File: src/rtl/sys_counter_csr_unit_if.sv
// ---------------------------------------------------------------------------
// sys_counter_csr_unit_if
// Purpose : CSR request/response bus between the execute stage and the
//           counter CSR unit. One request per cycle, response one cycle later,
//           no backpressure.
// Signals :
//   i_req_valid  request present this cycle
//   i_req_addr   12-bit CSR address
//   i_req_we     1 = write i_req_wdata, 0 = read
//   i_req_wdata  write data
//   o_rsp_valid  response for the previous cycle's request
//   o_rsp_rdata  read data (old CSR value on writes, 0 on error)
//   o_rsp_err    illegal address or write to a read-only CSR
// Modports: master = execute stage, slave = counter unit.
// ---------------------------------------------------------------------------
interface sys_counter_csr_unit_if #(
    parameter int DATA_SIZE = 32
);
    logic                 i_req_valid;
    logic [11:0]          i_req_addr;
    logic                 i_req_we;
    logic [DATA_SIZE-1:0] i_req_wdata;
    logic                 o_rsp_valid;
    logic [DATA_SIZE-1:0] o_rsp_rdata;
    logic                 o_rsp_err;

    modport master (
        output i_req_valid, i_req_addr, i_req_we, i_req_wdata,
        input  o_rsp_valid, o_rsp_rdata, o_rsp_err
    );

    modport slave (
        input  i_req_valid, i_req_addr, i_req_we, i_req_wdata,
        output o_rsp_valid, o_rsp_rdata, o_rsp_err
    );
endinterface

File: src/rtl/sys_counter_csr_unit.sv
// ---------------------------------------------------------------------------
// sys_counter_csr_unit
// Purpose : RV32 Zicntr/Zihpm counter CSR block. Holds cycle, time, instret
//           and NUM_HPM event counters; serves CSR reads/writes with a fixed
//           one-cycle registered response.
// Ports   :
//   i_aclk       clock, all state on posedge
//   i_areset     asynchronous active-high reset
//   csr          sys_counter_csr_unit_if.slave request/response bus
//   i_instret    one instruction retired this cycle
//   i_hpm_event  per-HPM increment pulse (width max(NUM_HPM,1))
// Parameters: TIME_CNT_PER (clocks per time tick), CNT_WIDTH (33..64),
//           NUM_HPM (0..29).
// Optional feature: define SYS_CNT_SHADOW_EN to latch the high half of a
//           counter on each low-half read, so a low/high read pair is atomic.
// Counter index: 0 cycle, 1 time, 2 instret, 3+k hpm k. The low seven
// address bits select the index, bit 7 selects the high half.
// ---------------------------------------------------------------------------
module sys_counter_csr_unit #(
    parameter int TIME_CNT_PER = 1024,
    parameter int CNT_WIDTH    = 64,
    parameter int NUM_HPM      = 4
) (
    input  logic                                   i_aclk,
    input  logic                                   i_areset,
    sys_counter_csr_unit_if.slave                  csr,
    input  logic                                   i_instret,
    input  logic [(NUM_HPM > 0 ? NUM_HPM : 1)-1:0] i_hpm_event
);
    localparam int          DATA_SIZE = 32;
    localparam int          NC        = 3 + NUM_HPM;
    localparam int          HW        = CNT_WIDTH - 32;
    localparam int          PW        = (TIME_CNT_PER > 1) ? $clog2(TIME_CNT_PER) : 1;
    localparam logic [63:0] HPM_BITS  = ((64'd1 << NUM_HPM) - 64'd1) << 3;
    localparam logic [31:0] INH_MASK  = HPM_BITS[31:0] | 32'h0000_0005;

    logic [CNT_WIDTH-1:0] r_cnt [NC];
    logic [31:0]          r_inh;
    logic [PW-1:0]        r_presc;
    logic                 r_tick;
    logic                 r_rsp_valid;
    logic                 r_rsp_err;
    logic [DATA_SIZE-1:0] r_rsp_rdata;

`ifdef SYS_CNT_SHADOW_EN
    logic                 r_sh_vld;
    logic [6:0]           r_sh_id;
    logic [31:0]          r_sh_val;
`endif

    logic [11:0]          w_addr;
    logic [6:0]           w_id;
    logic                 w_hi;
    logic                 w_user;
    logic                 w_mach;
    logic                 w_inh_sel;
    logic                 w_id_ok;
    logic                 w_cnt_sel;
    logic                 w_err;
    logic                 w_rd;
    logic                 w_cnt_wr;
    logic                 w_inh_wr;
    logic                 w_sh_hit;
    logic [31:0]          w_sh_val;
    logic [63:0]          w_sel;
    logic [31:0]          w_live;
    logic [DATA_SIZE-1:0] w_rdata;
    logic [NC-1:0]        w_inc;

    // Address decode and read mux.
    always_comb begin
        w_addr    = csr.i_req_addr;
        w_id      = w_addr[6:0];
        w_hi      = w_addr[7];
        w_user    = (w_addr[11:8] == 4'hC);
        w_mach    = (w_addr[11:8] == 4'hB);
        w_inh_sel = (w_addr == 12'h320);
        // time has no machine alias
        w_id_ok   = ({25'd0, w_id} < 32'(NC)) && !(w_mach && (w_id == 7'd1));
        w_cnt_sel = (w_user || w_mach) && w_id_ok;
        w_err     = !(w_cnt_sel || w_inh_sel) || (w_user && csr.i_req_we);
        w_rd      = csr.i_req_valid && !w_err && !csr.i_req_we;
        w_cnt_wr  = csr.i_req_valid && !w_err && csr.i_req_we && w_cnt_sel;
        w_inh_wr  = csr.i_req_valid && csr.i_req_we && w_inh_sel;

        w_sel = '0;
        for (int i = 0; i < NC; i++) begin
            if (w_id == 7'(i)) w_sel = 64'(r_cnt[i]);
        end
        w_live = w_hi ? w_sel[63:32] : w_sel[31:0];

`ifdef SYS_CNT_SHADOW_EN
        w_sh_hit = w_rd && w_cnt_sel && w_hi && r_sh_vld && (r_sh_id == w_id);
        w_sh_val = r_sh_val;
`else
        w_sh_hit = 1'b0;
        w_sh_val = '0;
`endif

        if (w_err)          w_rdata = '0;
        else if (w_inh_sel) w_rdata = r_inh;
        else if (w_sh_hit)  w_rdata = w_sh_val;
        else                w_rdata = w_live;
    end

    // Increment enables use the inhibit value already registered, so an
    // mcountinhibit write only affects the following cycle.
    always_comb begin
        w_inc    = '0;
        w_inc[0] = !r_inh[0];
        w_inc[1] = r_tick;
        w_inc[2] = i_instret && !r_inh[2];
        for (int k = 0; k < NUM_HPM; k++) begin
            w_inc[3+k] = i_hpm_event[k] && !r_inh[3+k];
        end
    end

    // Counters, inhibit and time prescaler. A written counter skips its
    // increment that cycle. The tick is registered off the prescaler wrap to
    // keep the wrap compare out of the time adder path.
    always_ff @(posedge i_aclk or posedge i_areset) begin
        if (i_areset) begin
            for (int i = 0; i < NC; i++) r_cnt[i] <= '0;
            r_inh   <= '0;
            r_presc <= '0;
            r_tick  <= 1'b0;
        end else begin
            for (int i = 0; i < NC; i++) begin
                if (w_cnt_wr && (w_id == 7'(i))) begin
                    if (w_hi) r_cnt[i][CNT_WIDTH-1:32] <= csr.i_req_wdata[HW-1:0];
                    else      r_cnt[i][31:0]           <= csr.i_req_wdata;
                end else if (w_inc[i]) begin
                    r_cnt[i] <= r_cnt[i] + CNT_WIDTH'(1);
                end
            end
            if (w_inh_wr) r_inh <= csr.i_req_wdata & INH_MASK;
            if (r_presc == PW'(TIME_CNT_PER - 1)) begin
                r_presc <= '0;
                r_tick  <= 1'b1;
            end else begin
                r_presc <= r_presc + PW'(1);
                r_tick  <= 1'b0;
            end
        end
    end

    // Response register; rdata holds when no request.
    always_ff @(posedge i_aclk or posedge i_areset) begin
        if (i_areset) begin
            r_rsp_valid <= 1'b0;
            r_rsp_err   <= 1'b0;
            r_rsp_rdata <= '0;
        end else begin
            r_rsp_valid <= csr.i_req_valid;
            r_rsp_err   <= csr.i_req_valid && w_err;
            if (csr.i_req_valid) r_rsp_rdata <= w_rdata;
        end
    end

`ifdef SYS_CNT_SHADOW_EN
    // Single shadow: the most recent low-half read owns it.
    always_ff @(posedge i_aclk or posedge i_areset) begin
        if (i_areset) begin
            r_sh_vld <= 1'b0;
            r_sh_id  <= '0;
            r_sh_val <= '0;
        end else if (w_rd && w_cnt_sel && !w_hi) begin
            r_sh_vld <= 1'b1;
            r_sh_id  <= w_id;
            r_sh_val <= w_sel[63:32];
        end else if (w_sh_hit) begin
            r_sh_vld <= 1'b0;
        end else if (w_cnt_wr && (w_id == r_sh_id)) begin
            r_sh_vld <= 1'b0;
        end
    end
`endif

    assign csr.o_rsp_valid = r_rsp_valid;
    assign csr.o_rsp_err   = r_rsp_err;
    assign csr.o_rsp_rdata = r_rsp_rdata;
endmodule

File: src/flat_wrapper.sv
// flat-port wrapper written by rule: the top's interface ports become plain ports
module sys_counter_csr_unit_flat 
#(
    parameter int TIME_CNT_PER = 1024,
    parameter int CNT_WIDTH    = 64,
    parameter int NUM_HPM      = 4
)
  (i_aclk, i_areset, i_instret, i_hpm_event, csr_i_req_valid, csr_i_req_addr, csr_i_req_we, csr_i_req_wdata, csr_o_rsp_valid, csr_o_rsp_rdata, csr_o_rsp_err);
  sys_counter_csr_unit_if #(.DATA_SIZE(32)) csr_i ();
  input  logic i_aclk;
  input  logic i_areset;
  input  logic i_instret;
  input  logic [(NUM_HPM > 0 ? NUM_HPM : 1)-1:0] i_hpm_event;
  input wire logic [$bits(csr_i.i_req_valid)-1:0] csr_i_req_valid;
  input wire logic [$bits(csr_i.i_req_addr)-1:0] csr_i_req_addr;
  input wire logic [$bits(csr_i.i_req_we)-1:0] csr_i_req_we;
  input wire logic [$bits(csr_i.i_req_wdata)-1:0] csr_i_req_wdata;
  output wire logic [$bits(csr_i.o_rsp_valid)-1:0] csr_o_rsp_valid;
  output wire logic [$bits(csr_i.o_rsp_rdata)-1:0] csr_o_rsp_rdata;
  output wire logic [$bits(csr_i.o_rsp_err)-1:0] csr_o_rsp_err;
  assign csr_i.i_req_valid = csr_i_req_valid;
  assign csr_i.i_req_addr = csr_i_req_addr;
  assign csr_i.i_req_we = csr_i_req_we;
  assign csr_i.i_req_wdata = csr_i_req_wdata;
  assign csr_o_rsp_valid = csr_i.o_rsp_valid;
  assign csr_o_rsp_rdata = csr_i.o_rsp_rdata;
  assign csr_o_rsp_err = csr_i.o_rsp_err;
  sys_counter_csr_unit #(.TIME_CNT_PER(TIME_CNT_PER), .CNT_WIDTH(CNT_WIDTH), .NUM_HPM(NUM_HPM)) u_core (.i_aclk(i_aclk), .i_areset(i_areset), .csr(csr_i), .i_instret(i_instret), .i_hpm_event(i_hpm_event));
endmodule
File: config.mk
export PLATFORM = sky130hd
export DESIGN_NAME = sys_counter_csr_unit_flat
export DESIGN_NICKNAME = d
export VERILOG_FILES = /design/src/rtl/sys_counter_csr_unit_if.sv /design/src/rtl/sys_counter_csr_unit.sv /design/src/flat_wrapper.sv
export SDC_FILE = /design/constraint.sdc
export NUM_CORES = 2
export LEC_CHECK = 0
export ABC_AREA = 1
export CAP_MARGIN = 20
export CORE_MARGIN = 3
export CORE_UTILIZATION = 41
export DETAILED_ROUTE_END_ITERATION = 7
export GPL_TIMING_DRIVEN = 0
export PLACE_DENSITY_LB_ADDON = 0.08
export SYNTH_ARGS = -nofsm -noshare
export SYNTH_HDL_FRONTEND = slang
export SYNTH_SLANG_ARGS = --single-unit
File: constraint.sdc
create_clock -name i_aclk -period 23.7 [get_ports i_aclk]
set_input_delay 2.37 -clock i_aclk [delete_from_list [all_inputs] [get_ports i_aclk]]
set_output_delay 2.37 -clock i_aclk [all_outputs]
set_load 0.01 [all_outputs]
Word-level counts from Yosys, hierarchy flattened

Cells that the tools add are included.

Eq/ne operators: 25
$add $sub $neg: 8
Reduce and logical (&&, ||, !) cells: 54
Mux-type cells: 28
Magnitude comparators: 1

Operator list:

| cell                                                | count |
|---|---|
| two-way mux 64 bit                                  | 21 |
| adder 64 x 1 -> 64 bit (second input constant)      | 7 |
| two-way mux 32 bit                                  | 5 |
| != test 2 bit (second input constant)               | 15 |
| AND reduction 2 bit                                 | 14 |
| logical AND 1 bit                                   | 22 |
| == test 7 x 3 -> 1 bit (second input constant)      | 3 |
| == test 7 x 2 -> 1 bit (second input constant)      | 2 |
| == test 12 x 10 -> 1 bit (second input constant)    | 1 |
| nonzero test 2 bit                                  | 6 |
| adder 10 x 1 -> 10 bit (second input constant)      | 1 |
| == test 10 bit (second input constant)              | 1 |
| two-way mux 10 bit                                  | 1 |
| == test 4 bit (second input constant)               | 2 |
| zero test 1 bit                                     | 8 |
| == test 7 x 1 -> 1 bit (second input constant)      | 1 |
| zero test 7 bit                                     | 1 |
| < comparator 7 x 3 -> 1 bit (second input constant) | 1 |
| logical OR 1 bit                                    | 3 |
| two-way mux 1 bit                                   | 1 |

Output and inout port bits: 34
Bits of input ports: 53
Register bits after elaboration: 499
Logic and storage cells: 136

Logic depth before layout (Yosys ltp)

Depth after elaboration: 15
Gate-level depth with buffers: 15
Gate-level depth less buffers: 14

Worst setup path after synthesis

OpenSTA, ideal clock, no wires.

Path type: input port to flip-flop
Start: input port csr_i_req_addr[4]
End: register u_core.r_cnt[288] (netlist bit)
Data required time: 23.583 ns
Path buffers: 2
Data arrival time: 3.852 ns
Library setup time: 0.117 ns
Stages: 14
Slack: 19.730 ns
Cell sequence: nor2_2 > nand3_1 > nor2_2 > nand2_1 > clkinv_2 > nand3_4 > nor2_4 > nand2_1 > nand2_2 > inv_2 > buf_4 > buf_4 > nand2_1 > nand2_1

Longest elaborated chain between the ends: 15
Elaborated cells on any way between the ends: 20
Classes of those cells: order compare: 1; eq/ne: 4; mux: 1; reduce/logical: 14

RTL lines:

| item                                                                        | line                        | text |
|---|---|---|
| start: declaration                                                          | flat_wrapper.sv:15          | `input wire logic [$bits(csr_i.i_req_addr)-1:0] csr_i_req_addr;` |
| branches (longest 12 deep; another with < comparator 7 x 3 -> 1 bit)        | --                          |  |
| logical AND 1 bit (*)                                                       | sys_counter_csr_unit.sv:129 | `if (w_cnt_wr && (w_id == 7'(i))) begin` |
| != test 2 bit (no source line) / nonzero test 2 bit (equally long branches) | --                          |  |
| AND reduction 2 bit (no source line)                                        | --                          |  |
| end signal: indexed assignment                                              | sys_counter_csr_unit.sv:130 | `if (w_hi) r_cnt[i][CNT_WIDTH-1:32] <= csr.i_req_wdata[HW-1:0];` |
| end signal: indexed assignment                                              | sys_counter_csr_unit.sv:131 | `else r_cnt[i][31:0] <= csr.i_req_wdata;` |
| end signal: indexed assignment                                              | sys_counter_csr_unit.sv:133 | `r_cnt[i] <= r_cnt[i] + CNT_WIDTH'(1);` |
| end: declaration                                                            | sys_counter_csr_unit.sv:37  | `logic [CNT_WIDTH-1:0] r_cnt [NC];` |

Mark *: on every way between the ends.
A chain may end at the register's enable or synchronous reset.

Worst setup path after layout

Start: input port csr_i_req_addr[5]
End: register u_core.r_rsp_rdata[17] (netlist: u_core.csr.o_rsp_rdata[17])

Longest elaborated chain between the ends: 11
Elaborated cells on any way between the ends: 26
Classes of those cells: order compare: 1; eq/ne: 7; mux: 10; reduce/logical: 8

RTL lines:

| item                             | line                        | text |
|---|---|---|
| zero test 7 bit                  | sys_counter_csr_unit.sv:88  | `if (w_id == 7'(i)) w_sel = 64'(r_cnt[i]);` |
| two-way mux 64 bit (7 in series) | sys_counter_csr_unit.sv:88  |  |
| two-way mux 32 bit               | sys_counter_csr_unit.sv:90  | `w_live = w_hi ? w_sel[63:32] : w_sel[31:0];` |
| two-way mux 32 bit               | sys_counter_csr_unit.sv:101 | `else if (w_inh_sel) w_rdata = r_inh;` |
| two-way mux 32 bit (*)           | sys_counter_csr_unit.sv:100 | `if (w_err) w_rdata = '0;` |
| end signal: assignment           | sys_counter_csr_unit.sv:156 | `if (csr.i_req_valid) r_rsp_rdata <= w_rdata;` |
| end: declaration                 | sys_counter_csr_unit.sv:43  | `logic [DATA_SIZE-1:0] r_rsp_rdata;` |

Every way passes the cells marked *; elsewhere a longest branch is shown, timed or not.

==> reports/summary.md <==
## Critical path
- reg-to-reg critical path endpoint: u_core.r_cnt[446]
- critical path data arrival time: 6.41 ns
- kind of start point of the critical path: input pin
- cells along the critical path: clkdlybuf4s50_1, inv_1, nand2_2, inv_2, buf_6, nand2_1, clkbuf_1, o21ai_0, clkbuf_4, nor3_1, nand4_1, nand3_1, nand2_1
- required time reported for the critical path endpoint: 24.24 ns
- Top Family by Delay on Critical Path: simple AND/OR/NAND/NOR gates
- register-to-register path setup slack: 20.10 ns
- critical register-to-register path startpoint: u_core.r_cnt[384]
- maximum fanout along the worst path: 10
- combined buffer and inverter count along the critical path: 6
- Worst Setup End Kind: register
- path depth of the worst reg2reg path: 12
- most frequent CP cell: sky130_fd_sc_hd__nand2_1
- delay of the slowest cell on the worst path: 1.00 ns
- kind of critical path: in2reg
- critical-path cell with the highest stage delay: sky130_fd_sc_hd__nor3_1

## STA
- post-layout worst setup margin: 17.83 ns
- portion of the clock cycle consumed by the worst path in the final layout: 24.8%
- RSZ-0062 raised after global routing: no
- Pins Over Slew Limit: 0
- count of final setup violators: 0
- Hold Fails Final Rpt: 0
- Setup TNS Final: 0 ns
- relative slew slack: 12.5%
- clock tree skew after final layout: 0.0355 ns
- worst-margin pin slew: 1.30 ns
- Max Clk Rate: 0.170 GHz
- Fin Hold WS: 0.478 ns
- crit path time final: 5.87 ns

## Clock network
- post-CTS resize count: 0
- master cell of the clock root buffer: sky130_fd_sc_hd__clkbuf_16
- total number of H-tree levels: 3
- Sink Count: 499
- Max clock buf depth: 3
- clock slew at reported path FFs: 0.06 ns
- number of CTS-inserted buffers: 68
- hold buffers post-CTS: 0
- clock latency at the later pin of the worst-skew pair: 0.68 ns
- setup repair bufs after CTS: 0
- CTS tree: yes

## Detailed routing
- number of vias in the routed layout: 51,100
- average detailed-routed wire length per instance: 28.9 µm
- vias per cell: 5.97
- DRC violation count after routing: 4
- post-route antenna net violation count: 0
- number of detailed-routing iterations run before antenna repair: 8
- Iter 0 DRT Violations: 8,336
- post-detailed-routing wire length: 247,000 µm

## Synthesis
- leading cell types by total area after synthesis: sky130_fd_sc_hd__dfrtp_1 (31%), sky130_fd_sc_hd__nand2_1 (26%), sky130_fd_sc_hd__nor2_1 (11%), sky130_fd_sc_hd__inv_1 (6.0%), sky130_fd_sc_hd__o21ai_0 (5.2%)
- Synth Area in Adders: 0.246%
- synth unique cells: 45
- average instance area after synthesis: 5.79 µm²
- largest area contributor in the synthesized netlist: sky130_fd_sc_hd__dfrtp_1
- Primary FF master, synth: sky130_fd_sc_hd__dfrtp_1
- flip-flop and latch count after synthesis: 499
- async set or reset register ratio after synthesis: 100%
- share of synthesized area occupied by flip-flops and latches: 30.7%
- Synth Cell Area: 40,700 µm²
- share of synthesized cell area in and, or, nand and nor gates: 47.8%
- multiplexer area fraction after synthesis: 0.0492%
- number of synthesized flops with an enable pin: 0
- fraction of synthesized cell area in xor and xnor cells: 4.74%
- top cell type's share of synthesized area: 30.7%
- count of mapped cells out of synthesis: 7,020
- fraction of the mapped netlist area in compound gates: 7.71%
- net count after synthesis: 7,081
- largest family of logic cells by synthesized area: simple AND/OR/NAND/NOR gates
- synth warn: 0

## Global routing
- initial antenna violation count: 31
- pin count of the biggest net entering global routing: 111
- Remaining Overflow, GRT: 0
- first-pass GRT wire length: 340,000 µm
- number of global-route vias before repair: 45,200
- aggregate global-route resource usage: 46.7%

## Power
- leakage power: 21.5 nW
- peak supply drop: 0.0614 mV
- PD cells: 54.6 nW/µm²
- Tot Pwr: 2.51 mW

## Run status
- run status: complete, but fails checks
- failing checks: design-rule violations

## Worst hold path
- hold path depth: 2
- Hold Path Origin: u_core.csr.o_rsp_rdata[8]
- class of the most critical hold timing path: reg2reg
- worst hold endpoint: u_core.csr.o_rsp_rdata[8]

## Place
- post-place instance area: 43,500 µm²
- HPWL Detailed: 197,000 µm
- post-placement cell count: 8,398
- Routability Congestion: 1.10
- Post-Place Worst Slack: 17.31 ns
- # port buffers: 77

## Floorplanning
- initial core utilization: 41.7%
- Top-Level Pins: 87
- total die area: 103,000 µm²
- vertical die dimension: 321 µm
- FP Rows: 114
- x dimension of the die: 321 µm
- Floorplan Core Area: 97,600 µm²

## Layout
- final non-filler cell area: 46,000 µm²
- area added between synthesis and finish: 13.0%
- count of nets after finishing: 7,259
- fraction of layout instances using a drive strength above 1: 4.55%
- number of filler instances in the final layout: 10,700
- end-of-flow core utilization: 47.1%
- number of cells in the finished layout apart from fillers: 8,559

## Run
- max-capacitance violation count: 0

==> layout by cell type, fill, tap and decap left out, types with 15 or more instances in the layout <==
cell | netlist | final
sky130_fd_sc_hd__nand2_1 | 2830 | 2830
sky130_fd_sc_hd__nor2_1 | 1177 | 1177
sky130_fd_sc_hd__inv_1 | 650 | 649
sky130_fd_sc_hd__dfrtp_1 | 499 | 499
sky130_fd_sc_hd__o21ai_0 | 423 | 423
sky130_fd_sc_hd__nand3_1 | 402 | 402
sky130_fd_sc_hd__xor2_1 | 139 | 139
sky130_fd_sc_hd__nor3_1 | 128 | 128
sky130_fd_sc_hd__nand4_1 | 126 | 126
sky130_fd_sc_hd__a21oi_1 | 114 | 114
sky130_fd_sc_hd__clkbuf_1 | 97 | 102
sky130_fd_sc_hd__buf_2 | 94 | 96
sky130_fd_sc_hd__xnor2_1 | 81 | 81
sky130_fd_sc_hd__clkdlybuf4s50_1 | 0 | 75
sky130_fd_sc_hd__clkbuf_16 | 0 | 72
sky130_fd_sc_hd__nand3b_1 | 38 | 38
sky130_fd_sc_hd__diode_2 | 0 | 34
sky130_fd_sc_hd__o21ai_1 | 24 | 24
sky130_fd_sc_hd__buf_1 | 23 | 23
sky130_fd_sc_hd__buf_4 | 10 | 21
sky130_fd_sc_hd__inv_2 | 20 | 20
sky130_fd_sc_hd__o211ai_1 | 18 | 18
sky130_fd_sc_hd__buf_16 | 0 | 15
==> registers in the layout, summed over array words and instances, names as in the netlist <==
register	cells
u_core.csr.o_rsp_err	1
u_core.csr.o_rsp_rdata	32
u_core.csr.o_rsp_valid	1
u_core.r_cnt	448
u_core.r_inh	6
u_core.r_presc	10
u_core.r_tick	1
==> worst max-delay path by stage <==
| stage | startpoint | to | slack [ns] | cells after the start |
|---|---|---|---|---|
| after floorplan | i_areset | u_core.csr.o_rsp_err | 7.40 | 1 |
| after global placement | i_areset | u_core.r_cnt[244] | -0.40 | 2 |
| after detailed placement | csr_i_req_addr[5] | u_core.csr.o_rsp_rdata[17] | 17.31 | 12 |
| final | csr_i_req_addr[5] | u_core.csr.o_rsp_rdata[17] | 17.83 | 13 |
| after CTS | csr_i_req_addr[5] | u_core.csr.o_rsp_rdata[17] | 17.98 | 12 |
| after global routing | csr_i_req_addr[3] | u_core.csr.o_rsp_rdata[17] | 17.99 | 12 |
==> synthesized netlist by cell type (38+ instances only) <==
master                     count
sky130_fd_sc_hd__a21oi_1     114
sky130_fd_sc_hd__buf_2        94
sky130_fd_sc_hd__clkbuf_1     97
sky130_fd_sc_hd__dfrtp_1     499
sky130_fd_sc_hd__inv_1       650
sky130_fd_sc_hd__nand2_1    2830
sky130_fd_sc_hd__nand3_1     402
sky130_fd_sc_hd__nand3b_1     38
sky130_fd_sc_hd__nand4_1     126
sky130_fd_sc_hd__nor2_1     1177
sky130_fd_sc_hd__nor3_1      128
sky130_fd_sc_hd__o21ai_0     423
sky130_fd_sc_hd__xnor2_1      81
sky130_fd_sc_hd__xor2_1      139
==> tightest hold or removal path, cell delays in order (launching register included) <==
cell,delay [ns]
sky130_fd_sc_hd__dfrtp_1,0.34
sky130_fd_sc_hd__nand2_1,0.05
sky130_fd_sc_hd__nand2_1,0.06
==> power breakdown <==
group	switching [mW]	internal [mW]	total, mW
Clock	0.460	0.641	1.10
Combinational	0.286	0.112	0.398
Sequential	0.105	0.907	1.01
==> area by class of cell <==
cell class | instances | area, µm² | share of cell area, %
Clock inverter | 25 | 280 | 0.610
Tap cell | 1276 | 1600 | 3.47
Buffer | 226 | 1030 | 2.24
Antenna cell | 34 | 85.1 | 0.185
Sequential cell | 499 | 12500 | 27.2
Timing Repair Buffer | 108 | 1330 | 2.90
Multi-Input combinational cell | 5622 | 24600 | 53.6
Inverter | 673 | 2530 | 5.52
Clock buffer | 96 | 1990 | 4.33
==> layer usage <==
metal	track usage, %	vias up	wire length, µm
li1	-	22400	-
met2	64.9	3895	98000
met4	28.2	14	17400
met3	16.7	766	35200
met5	0	-	80
met1	61.6	24000	96200
==> logic make-up (layout without fill, tap and decap cells) <==
family          Yosys count  after routing
simple gates           4786           4786
buf+inv                 899           1128
compound gates          606            606
flops                   499            499
xor+xnor                220            220
fa+ha+maj                 8              8
mux                       2              2
other cells               0             34
No activity file was read; power rests on OpenSTA's default activity.
